<file path="src/rtl/spi_master_mc_pkg.sv">
// Shared widths, FSM state type and request record for the multi-slave SPI master.
package spi_master_mc_pkg;

   localparam int unsigned DWIDTH       = 32;
   localparam int unsigned NSLAVES      = 4;
   localparam int unsigned S_ADDR_WIDTH = $clog2(NSLAVES);
   localparam int unsigned LEN_WIDTH    = $clog2(DWIDTH);
   localparam int unsigned DIV_WIDTH    = 8;
   localparam int unsigned CNT_WIDTH    = LEN_WIDTH + 1;
   localparam int unsigned TOG_WIDTH    = LEN_WIDTH + 2;

   typedef enum logic [1:0] {StIdle, StSetup, StXfer, StHold} spi_state_t;

   typedef struct packed {
      logic [S_ADDR_WIDTH-1:0] sel;
      logic                    cpol;
      logic                    cpha;
      logic [LEN_WIDTH-1:0]    len;
      logic [DIV_WIDTH-1:0]    clk_div;
      logic [DWIDTH-1:0]       tx_data;
   } spi_req_t;

   // A zero length field means a full-width word.
   function automatic logic [CNT_WIDTH-1:0] eff_len(input logic [LEN_WIDTH-1:0] len);
      return (len == '0) ? CNT_WIDTH'(DWIDTH) : {1'b0, len};
   endfunction

endpackage

</file>
<file path="src/rtl/spi_master_mc_clkgen.sv">
// SCLK timing: half-period counter plus toggle counter, producing leading/trailing
// edge strobes and the phase-boundary tick used by the transfer FSM.
module spi_master_mc_clkgen
   import spi_master_mc_pkg::*;
(
   input  logic                 clk_i,
   input  logic                 rst_i,
   input  logic                 load_i,
   input  spi_state_t           state_i,
   input  logic [DIV_WIDTH-1:0] div_i,
   input  logic [TOG_WIDTH-1:0] nedge_i,
   output logic                 tick_o,
   output logic                 lead_o,
   output logic                 trail_o,
   output logic                 last_o,
   output logic                 done_o
);

   logic [DIV_WIDTH-1:0] cnt_q;
   logic [TOG_WIDTH-1:0] tog_q;
   logic                 busy;
   logic                 sclk_edge;

   assign busy      = (state_i != StIdle);
   assign tick_o    = busy && (cnt_q == div_i);
   assign done_o    = (tog_q == nedge_i);
   // The first toggle closes SETUP; the rest close XFER half-periods until all are spent.
   assign sclk_edge = tick_o && ((state_i == StSetup) || ((state_i == StXfer) && !done_o));
   assign lead_o    = sclk_edge && !tog_q[0];
   assign trail_o   = sclk_edge && tog_q[0];
   assign last_o    = (tog_q == nedge_i - 1'b1);

   always_ff @(posedge clk_i) begin
      if (rst_i || load_i) begin
         cnt_q <= '0;
         tog_q <= '0;
      end else if (busy) begin
         cnt_q <= tick_o ? '0 : cnt_q + 1'b1;
         if (sclk_edge) begin
            tog_q <= tog_q + 1'b1;
         end
      end
   end

endmodule

</file>
<file path="src/rtl/spi_master_mc.sv">
// Mode-configurable multi-slave SPI master: request latch, transfer FSM,
// tx/rx shift registers and chip-select decode.
module spi_master_mc
   import spi_master_mc_pkg::*;
#(
   parameter int unsigned NumSlaves = NSLAVES
) (
   input  logic                    clk_i,
   input  logic                    rst_i,
   input  logic                    start_i,
   output logic                    ready_o,
   input  logic [S_ADDR_WIDTH-1:0] slave_sel_i,
   input  logic                    cpol_i,
   input  logic                    cpha_i,
   input  logic [LEN_WIDTH-1:0]    len_i,
   input  logic [DIV_WIDTH-1:0]    clk_div_i,
   input  logic [DWIDTH-1:0]       tx_data_i,
   output logic [DWIDTH-1:0]       rx_data_o,
   output logic                    rx_valid_o,
   output logic                    rx_err_o,
   output logic                    sclk_o,
   output logic                    mosi_o,
   input  logic                    miso_i,
   output logic [NumSlaves-1:0]    cs_n_o
);

   spi_state_t           state_q;
   spi_req_t             req_q;
   logic [DWIDTH-1:0]    rx_sh_q;
   logic [DWIDTH-1:0]    rx_data_q;
   logic                 rx_valid_q;
   logic                 rx_err_q;
   logic                 sclk_q;
   logic                 mosi_q;
   logic [NumSlaves-1:0] cs_n_q;

   logic                 accept;
   logic [CNT_WIDTH-1:0] len_in;
   logic [DWIDTH-1:0]    tx_aligned;
   logic [NumSlaves-1:0] cs_dec;
   logic [TOG_WIDTH-1:0] nedge;
   logic                 tick, lead, trail, last, done;
   logic                 sample, drive;

   assign accept     = start_i && (state_q == StIdle);
   assign len_in     = eff_len(len_i);
   // Left-justify so the word's MSB (bit len-1) always leaves from the top of the register.
   assign tx_aligned = tx_data_i << (CNT_WIDTH'(DWIDTH) - len_in);
   assign nedge      = {eff_len(req_q.len), 1'b0};
   assign sample     = req_q.cpha ? trail : lead;
   assign drive      = req_q.cpha ? lead : (trail && !last);

   always_comb begin
      cs_dec = '1;
      for (int unsigned i = 0; i < NumSlaves; i++) begin
         cs_dec[i] = (slave_sel_i != S_ADDR_WIDTH'(i));
      end
   end

   spi_master_mc_clkgen u_clkgen (
      .clk_i   (clk_i),
      .rst_i   (rst_i),
      .load_i  (accept),
      .state_i (state_q),
      .div_i   (req_q.clk_div),
      .nedge_i (nedge),
      .tick_o  (tick),
      .lead_o  (lead),
      .trail_o (trail),
      .last_o  (last),
      .done_o  (done)
   );

   always_ff @(posedge clk_i) begin
      if (rst_i) begin
         state_q    <= StIdle;
         req_q      <= '0;
         rx_sh_q    <= '0;
         rx_data_q  <= '0;
         rx_valid_q <= 1'b0;
         rx_err_q   <= 1'b0;
         sclk_q     <= 1'b0;
         mosi_q     <= 1'b0;
         cs_n_q     <= '1;
      end else begin
         rx_valid_q <= 1'b0;
         rx_err_q   <= 1'b0;
         unique case (state_q)
            StIdle: begin
               sclk_q <= cpol_i;
               mosi_q <= 1'b0;
               if (accept) begin
                  req_q.sel     <= slave_sel_i;
                  req_q.cpol    <= cpol_i;
                  req_q.cpha    <= cpha_i;
                  req_q.len     <= len_i;
                  req_q.clk_div <= clk_div_i;
                  req_q.tx_data <= cpha_i ? tx_aligned : (tx_aligned << 1);
                  mosi_q        <= cpha_i ? 1'b0 : tx_aligned[DWIDTH-1];
                  rx_sh_q       <= '0;
                  cs_n_q        <= cs_dec;
                  state_q       <= StSetup;
               end
            end
            StSetup: begin
               if (tick) begin
                  state_q <= StXfer;
               end
            end
            StXfer: begin
               if (tick && done) begin
                  state_q <= StHold;
               end
            end
            StHold: begin
               sclk_q <= req_q.cpol;
               if (tick) begin
                  state_q    <= StIdle;
                  cs_n_q     <= '1;
                  rx_valid_q <= 1'b1;
                  rx_err_q   <= (32'(req_q.sel) >= NumSlaves);
                  rx_data_q  <= rx_sh_q;
               end
            end
            default: state_q <= StIdle;
         endcase

         if (lead || trail) begin
            sclk_q <= ~sclk_q;
         end
         if (sample) begin
            rx_sh_q <= {rx_sh_q[DWIDTH-2:0], miso_i};
         end
         if (drive) begin
            mosi_q        <= req_q.tx_data[DWIDTH-1];
            req_q.tx_data <= req_q.tx_data << 1;
         end
      end
   end

   assign ready_o    = (state_q == StIdle);
   assign rx_data_o  = rx_data_q;
   assign rx_valid_o = rx_valid_q;
   assign rx_err_o   = rx_err_q;
   assign sclk_o     = sclk_q;
   assign mosi_o     = mosi_q;
   assign cs_n_o     = cs_n_q;

endmodule

</file>
<file path="config.mk">
export PLATFORM = sky130hd
export DESIGN_NAME = spi_master_mc
export DESIGN_NICKNAME = d
export VERILOG_FILES = /design/src/rtl/spi_master_mc_pkg.sv /design/src/rtl/spi_master_mc_clkgen.sv /design/src/rtl/spi_master_mc.sv
export SDC_FILE = /design/constraint.sdc
export NUM_CORES = 1
export LEC_CHECK = 0
export CORE_UTILIZATION = 57
export DETAILED_ROUTE_END_ITERATION = 16
export GPL_TIMING_DRIVEN = 0
export PLACE_DENSITY_LB_ADDON = 0.12
export SETUP_SLACK_MARGIN = 0.2
export SYNTH_ARGS = -nofsm -noshare
export SYNTH_HDL_FRONTEND = slang
export SYNTH_SLANG_ARGS = --single-unit
</file>
<file path="constraint.sdc">
create_clock -name clk_i -period 6.7 [get_ports clk_i]
set_input_delay 1.34 -clock clk_i [delete_from_list [all_inputs] [get_ports clk_i]]
set_output_delay 1.34 -clock clk_i [all_outputs]
set_load 0.03 [all_outputs]
</file>
# Word level (Yosys, flattened, before mapping)
# Index checks and enable logic that the tools add are counted.
dict set report op_classes {
  add_sub_neg 4
  n_eq_ne 13
  shift 1
  n_mux 27
  bitwise_logic 2
  reduce_logical 34
}
# operator count
set op_table {}
lappend op_table {{2-to-1 mux 32 bit} 7}
lappend op_table {{left shift 32 x 6 -> 32 bit} 1}
lappend op_table {{equality test 7 bit} 2}
lappend op_table {{nonzero test 2 bit} 7}
lappend op_table {{2-to-1 mux 6 bit} 2}
lappend op_table {{logical NOT 5 bit} 2}
lappend op_table {{inequality test 2 bit (second input constant)} 5}
lappend op_table {{AND reduction 2 bit} 5}
lappend op_table {{adder 8 x 1 -> 8 bit (second input constant)} 1}
lappend op_table {{equality test 8 bit} 1}
lappend op_table {{logical AND 1 bit} 8}
lappend op_table {{2-to-1 mux 1 bit} 8}
lappend op_table {{2-to-1 mux 2 bit} 4}
lappend op_table {{2-to-1 mux 4 bit} 2}
lappend op_table {{2-to-1 mux 8 bit} 1}
lappend op_table {{case mux 2 bit (4 select lines)} 1}
lappend op_table {{case mux 4 bit (2 select lines)} 1}
lappend op_table {{adder 7 x 1 -> 7 bit (second input constant)} 1}
lappend op_table {{subtractor 7 x 1 -> 7 bit (second input constant)} 1}
lappend op_table {{subtractor 6 bit (first input constant)} 1}
lappend op_table {{equality test 2 bit (second input constant)} 2}
lappend op_table {{inequality test 2 x 1 -> 1 bit (second input constant)} 2}
lappend op_table {{AND reduction 4 bit} 1}
lappend op_table {{OR reduction 2 bit} 2}
lappend op_table {{other kinds (8)} 13}
dict set report word_totals {
  reg_bits 135
  inputBits 53
  out_inout_bits 41
  elab_cells 96
}

# Logic depth before layout (Yosys ltp)
dict set report depth {
  depth_word 12
  ltp_mapped 14
  mapped_depth_nobuf 9
}

# Modules after synthesis
# Synthesis repeated with hierarchy kept, for this count alone.
dict set report unflattened {
  hier_cells 957
  hier_area_um2 7913.8
}
# mod n_inst cells_per_inst area_each_um2 seq_area_each_um2
set modules_own_cells {}
lappend modules_own_cells {spi_master_mc 1 825 6790.3 2402.3}
lappend modules_own_cells {spi_master_mc_clkgen 1 132 1123.6 300.3}

# Worst setup path after synthesis
# No wires, ideal clock.
dict set report synth_path {
  kind {input port to flip-flop}
  from {input port len_i[0]}
  to {register req_q[13] in the netlist's numbering}
  setup_time_ns 0.086
  arrival_ns 4.081
  required_time_ns 6.614
  path_slack_ns 2.533
  path_stages 12
  n_path_buf 4
  cell_sequence {buf_2 -> inv_2 -> buf_1 -> ha_1 -> buf_2 -> xor2_2 -> buf_6 -> mux4_2 -> mux4_2 -> nor2_1 -> a21oi_1 -> a211oi_1}
}
dict set report synth_via {
  elab_chain_cells 8
}
# item line
set synth_rtl {}
lappend synth_rtl {{start, declared} spi_master_mc.sv:15} ;# input logic [LEN_WIDTH-1:0] len_i,
lappend synth_rtl {{logical NOT 5 bit} spi_master_mc_pkg.sv:25} ;# return (len == '0) ? CNT_WIDTH'(DWIDTH) : {1'b0, len};
lappend synth_rtl {{2-to-1 mux 6 bit (*)} spi_master_mc_pkg.sv:25}
lappend synth_rtl {{subtractor 6 bit (*)} spi_master_mc.sv:48} ;# assign tx_aligned = tx_data_i << (CNT_WIDTH'(DWIDTH) - len_in);
lappend synth_rtl {{left shift 32 x 6 -> 32 bit (*)} spi_master_mc.sv:48}
lappend synth_rtl {{2-to-1 mux 32 bit (*)} spi_master_mc.sv:98} ;# req_q.tx_data <= cpha_i ? tx_aligned : (tx_aligned << 1);
lappend synth_rtl {{2-to-1 mux 32 bit (*)} spi_master_mc.sv:92} ;# if (accept) begin
lappend synth_rtl {{2-to-1 mux 32 bit (*)} spi_master_mc.sv:88} ;# unique case (state_q)
lappend synth_rtl {{2-to-1 mux 32 bit (*)} spi_master_mc.sv:134} ;# if (drive) begin
lappend synth_rtl {{end, declared} spi_master_mc.sv:28} ;# spi_req_t req_q;
# Mark *: on every way between the ends. The rest lies on a longest branch, timed or not. The select of a mux whose other input is x is not followed.
# A chain may end at the register's enable or synchronous reset.

# Worst setup path after layout
dict set report layout_path {
  from {input port len_i[1]}
  to {register mosi_q, in the netlist mosi_o}
}
dict set report layout_via {
  elab_chain_cells 8
}
# item line
set layout_rtl {}
lappend layout_rtl {{logical NOT 5 bit} spi_master_mc_pkg.sv:25}
lappend layout_rtl {{2-to-1 mux 6 bit (*)} spi_master_mc_pkg.sv:25}
lappend layout_rtl {{subtractor 6 bit (*)} spi_master_mc.sv:48}
lappend layout_rtl {{left shift 32 x 6 -> 32 bit (*)} spi_master_mc.sv:48}
lappend layout_rtl {{2-to-1 mux 1 bit (*)} spi_master_mc.sv:99} ;# mosi_q <= cpha_i ? 1'b0 : tx_aligned[DWIDTH-1];
lappend layout_rtl {{2-to-1 mux 1 bit (*)} spi_master_mc.sv:92}
lappend layout_rtl {{2-to-1 mux 1 bit (*)} spi_master_mc.sv:88}
lappend layout_rtl {{2-to-1 mux 1 bit (*)} spi_master_mc.sv:134}
lappend layout_rtl {{end signal, assigned} spi_master_mc.sv:99}
lappend layout_rtl {{end signal, assigned} spi_master_mc.sv:135} ;# mosi_q <= req_q.tx_data[DWIDTH-1];
lappend layout_rtl {{end, declared} spi_master_mc.sv:34} ;# logic mosi_q;
# Marked as above.

==> impl_metrics.yaml <==
global_route:
  grt_max_degree: 17
  grt_usage_pct: 32.6
  grt_pass1_vias: 7313
  grt_antenna_before_repair: 0
  overflow: 0
  grt_pass1_wl_um: 37000
yosys:
  ys_seq_area_share_pct: 34.1
  yosys_most_used_dff: "dfxtp_1"
  async_reset_ff_share_pct: 0
  syn_area_per_cell_um2: 8.39
  synth_warnings: 0
  yosys-top-cells-area: "dfxtp_1 34%, nand2_1 8.3%, a21oi_1 7.1%"
  syn_nets: 1003
  synth_top_area_share_pct: 34.1
  yosysUniqueCellTypes: 81
  synth_area_leader_cell: "dfxtp_1"
  synth_edf_count: 0
  synth.ff_latch_count: 135
  synth_area_mm2: 0.00792
  syn_inst: 943
sta:
  slew_headroom_pct: 38.7
  setup_viol: 0
  tightest_slew_ns: 0.913
  totalNegativeSetupSlack_ns: 0
  hold_violations: 0
  rsz0062_at_grt: "no"
  final_max_slew_viol_count: 0
  skew_ns: 0.00886
  finalCriticalPeriod_ns: 4.53
  period_share_pct: 67.5
  fmax_ghz: 0.221
detailed_routing:
  avgViaCountPerCell: 6.24
  ant_nets: 0
  firstDrtPassIters: 7
  drtIter0Drc: 818
  wl_per_cell_um: 18.2
  wl_um: 22600
  drc: 0
  num_vias: 7746
power:
  seqPwrFrac_pct: 33.6
  p_clk_share_pct: 36.4
  ir_worst_vdd_v: 0.000223
  design_power_total_mw: 2.73
  p_sw_uw: 922
  p_leak_nw: 3.58
  swShare_pct: 33.7
  p_comb_share_pct: 30.1
  intPower_mw: 1.81
  p_per_area_mw_per_mm2: 283
clocking:
  cts_root_buf: "clkbuf_16"
  cts_buffer_depth: 2
  cts_setup_buffers: 0
  clk_latency_ns: 0.42
  cts.sinks: 135
  htreeDepth: 4
  cts_tree: "built"
  clk_pin_slew_ns: 0.06
  cts_resized: 0
  cts_hold_buf: 0
  cts_made_buffers: 17
cells_and_area:
  syn2layout_area_growth_pct: 22.1
  fillCellCount: 1079
  layout_commonest_cell: "nand2_1"
  seq_area_mm2: 0.00270
  final_util_pct: 72.1
  layout_common_cells: "175 x nand2_1, 135 x dfxtp_1, 112 x a21oi_1"
  multi_input_area_mm2: 0.00477
  layout.cells.non_filler: 1241
  nets: 1112
  drive_above_1_share_pct: 12.7
  n_antenna_cell: 0
critical_path:
  r2r_setup_slack_ns: 3.97
  cp_data_required_time_ns: 7.03
  path_max_fanout: 10
  cp.arrival_ns: 4.86
  crit-reg2reg-launch: "state_q[0]$_SDFFE_PP0P_"
  regToRegEndpoint: "rx_sh_q[29]$_SDFFE_PP0P_"
  cp-end-kind: "flip-flop"
  startpoint_type: "input pin"
  crit_type: "input pin to flip-flop"
  cp-startpoint: "len_i[1]"
  worst-r2r-cell-count: 8
floorplanning:
  die-width_um: 120
  dieHeight_um: 120
  core_mm2: 0.0134
  start_util_pct: 59.1
  fp-row-count: 42
  boundaryPins: 94
  die_area_mm2: 0.0144
placed_design:
  dp.cells: 1209
  post-dp-hpwl_um: 16400
  port_buffers: 90
  globalplace.congestion: 1.01
worst_hold_path:
  hold_path.class: "flip-flop to flip-flop"
  min_delay_path_depth: 2
  hold_start: "rx_data_o[0]$_SDFFE_PP0P_"
  hold_end: "rx_data_o[0]$_SDFFE_PP0P_"
flow_run:
  cap_viol_max_count: 0
run_status:
  outcome: "complete, no violations"
-- power by group through the flow --
stage / registers (mW) / logic [mW] / clock network [mW]
finish: 0.918 / 0.822 / 0.994
global route: 0.925 / 0.891 / 1.03
CTS: 0.916 / 0.810 / 1.00
detailed placement: 0.931 / 0.802 / 0
global placement: 0.930 / 0.796 / 0
floorplan: 0.932 / 0.568 / 0
-- worst max-delay path, stage by stage --
cell	delay, ns
clkdlybuf4s50_1	0.47
clkbuf_1	0.34
inv_1	0.09
ha_1	0.31
buf_4	0.17
buf_4	0.19
mux2i_1	0.18
mux4_2	0.50
a21boi_0	0.16
a2111oi_2	0.63
a32oi_1	0.21
a211oi_1	0.25
-- logic make-up (layout without fill, tap and decap cells) --
group / Yosys count / after routing / synth area share, %
and+or+nand+nor: 371 / 371 / 21.7
xor gates and xnor gates: 30 / 30 / 3.51
AOI/OAI and AO/OA: 223 / 223 / 19.0
DFF: 135 / 135 / 34.1
other: 1 / 1 / 0.0474
muxes: 87 / 87 / 15.0
adders and majority gates: 7 / 7 / 1.11
buffers and inverters: 89 / 211 / 5.56
-- per-layer routing --
| layer | GRT usage (%) | share of wire, % | vias up | routed length (um) |
|---|---|---|---|---|
| met4 | 12.6 | 2.7 | 0 | 609 |
| met3 | 5.56 | 7.4 | 64 | 1680 |
| met2 | 52.6 | 46 | 375 | 10500 |
| li1 | - | - | 3618 | - |
| met1 | 43.5 | 43 | 3689 | 9790 |
| met5 | 0 | 0 | - | 0 |
-- Yosys cell counts, types with 7 or more instances --
cell / instances
buf_2: 13
nor2_1: 71
a221oi_1: 10
buf_4: 10
mux4_2: 23
mux2i_1: 52
inv_1: 11
nand2_1: 175
a21oi_1: 112
nor3_2: 7
o21ai_0: 13
buf_6: 7
nand3_1: 38
ha_1: 7
a211oi_1: 8
nand2b_1: 14
xor2_1: 18
o22ai_1: 9
clkbuf_1: 41
xnor2_1: 10
nor3_1: 14
dfxtp_1: 135
a221oi_2: 8
mux2_2: 11
-- sequential cells by signal, summed over array words and instances, names as in the netlist, 2 cells and up --
signal,cells
rx_data_o,32
req_q,47
cs_n_o,4
state_q,2
rx_sh_q,32
u_clkgen.tog_q,7
u_clkgen.cnt_q,8
-- worst max-delay path by stage --
| stage | slack, ns | to |
|---|---|---|
| finish | 2.17 | mosi_o$_SDFFE_PP0P_ |
| floorplan | 2.53 | req_q[13]$_SDFFE_PP0P_ |
| global route | 2.02 | mosi_o$_SDFFE_PP0P_ |
| CTS | 2.29 | mosi_o$_SDFFE_PP0P_ |
| detailed placement | 1.89 | mosi_o$_SDFFE_PP0P_ |
| global placement | 1.88 | mosi_o$_SDFFE_PP0P_ |
-- stage by stage --
step,worst slack (ns),hold slack (ns),area [um^2]
final,2.17,0.454,9670
after global routing,2.02,0.469,9670
after CTS,2.29,0.454,9670
after detailed placement,1.89,0.445,9040
after global placement,1.88,0.443,9040
after floorplan,2.53,0.432,7920
-- area by class of cell --
cell class                      count  area share [%]
Multi-Input combinational cell    719            49.4
Sequential cell                   135            28.0
Timing Repair Buffer               90            9.32
Clock buffer                       18            4.44
Buffer                             76            4.05
Tap cell                          176            2.28
Clock inverter                     14            2.06
Inverter                           13           0.505
Power figures use the tool's default switching activity.
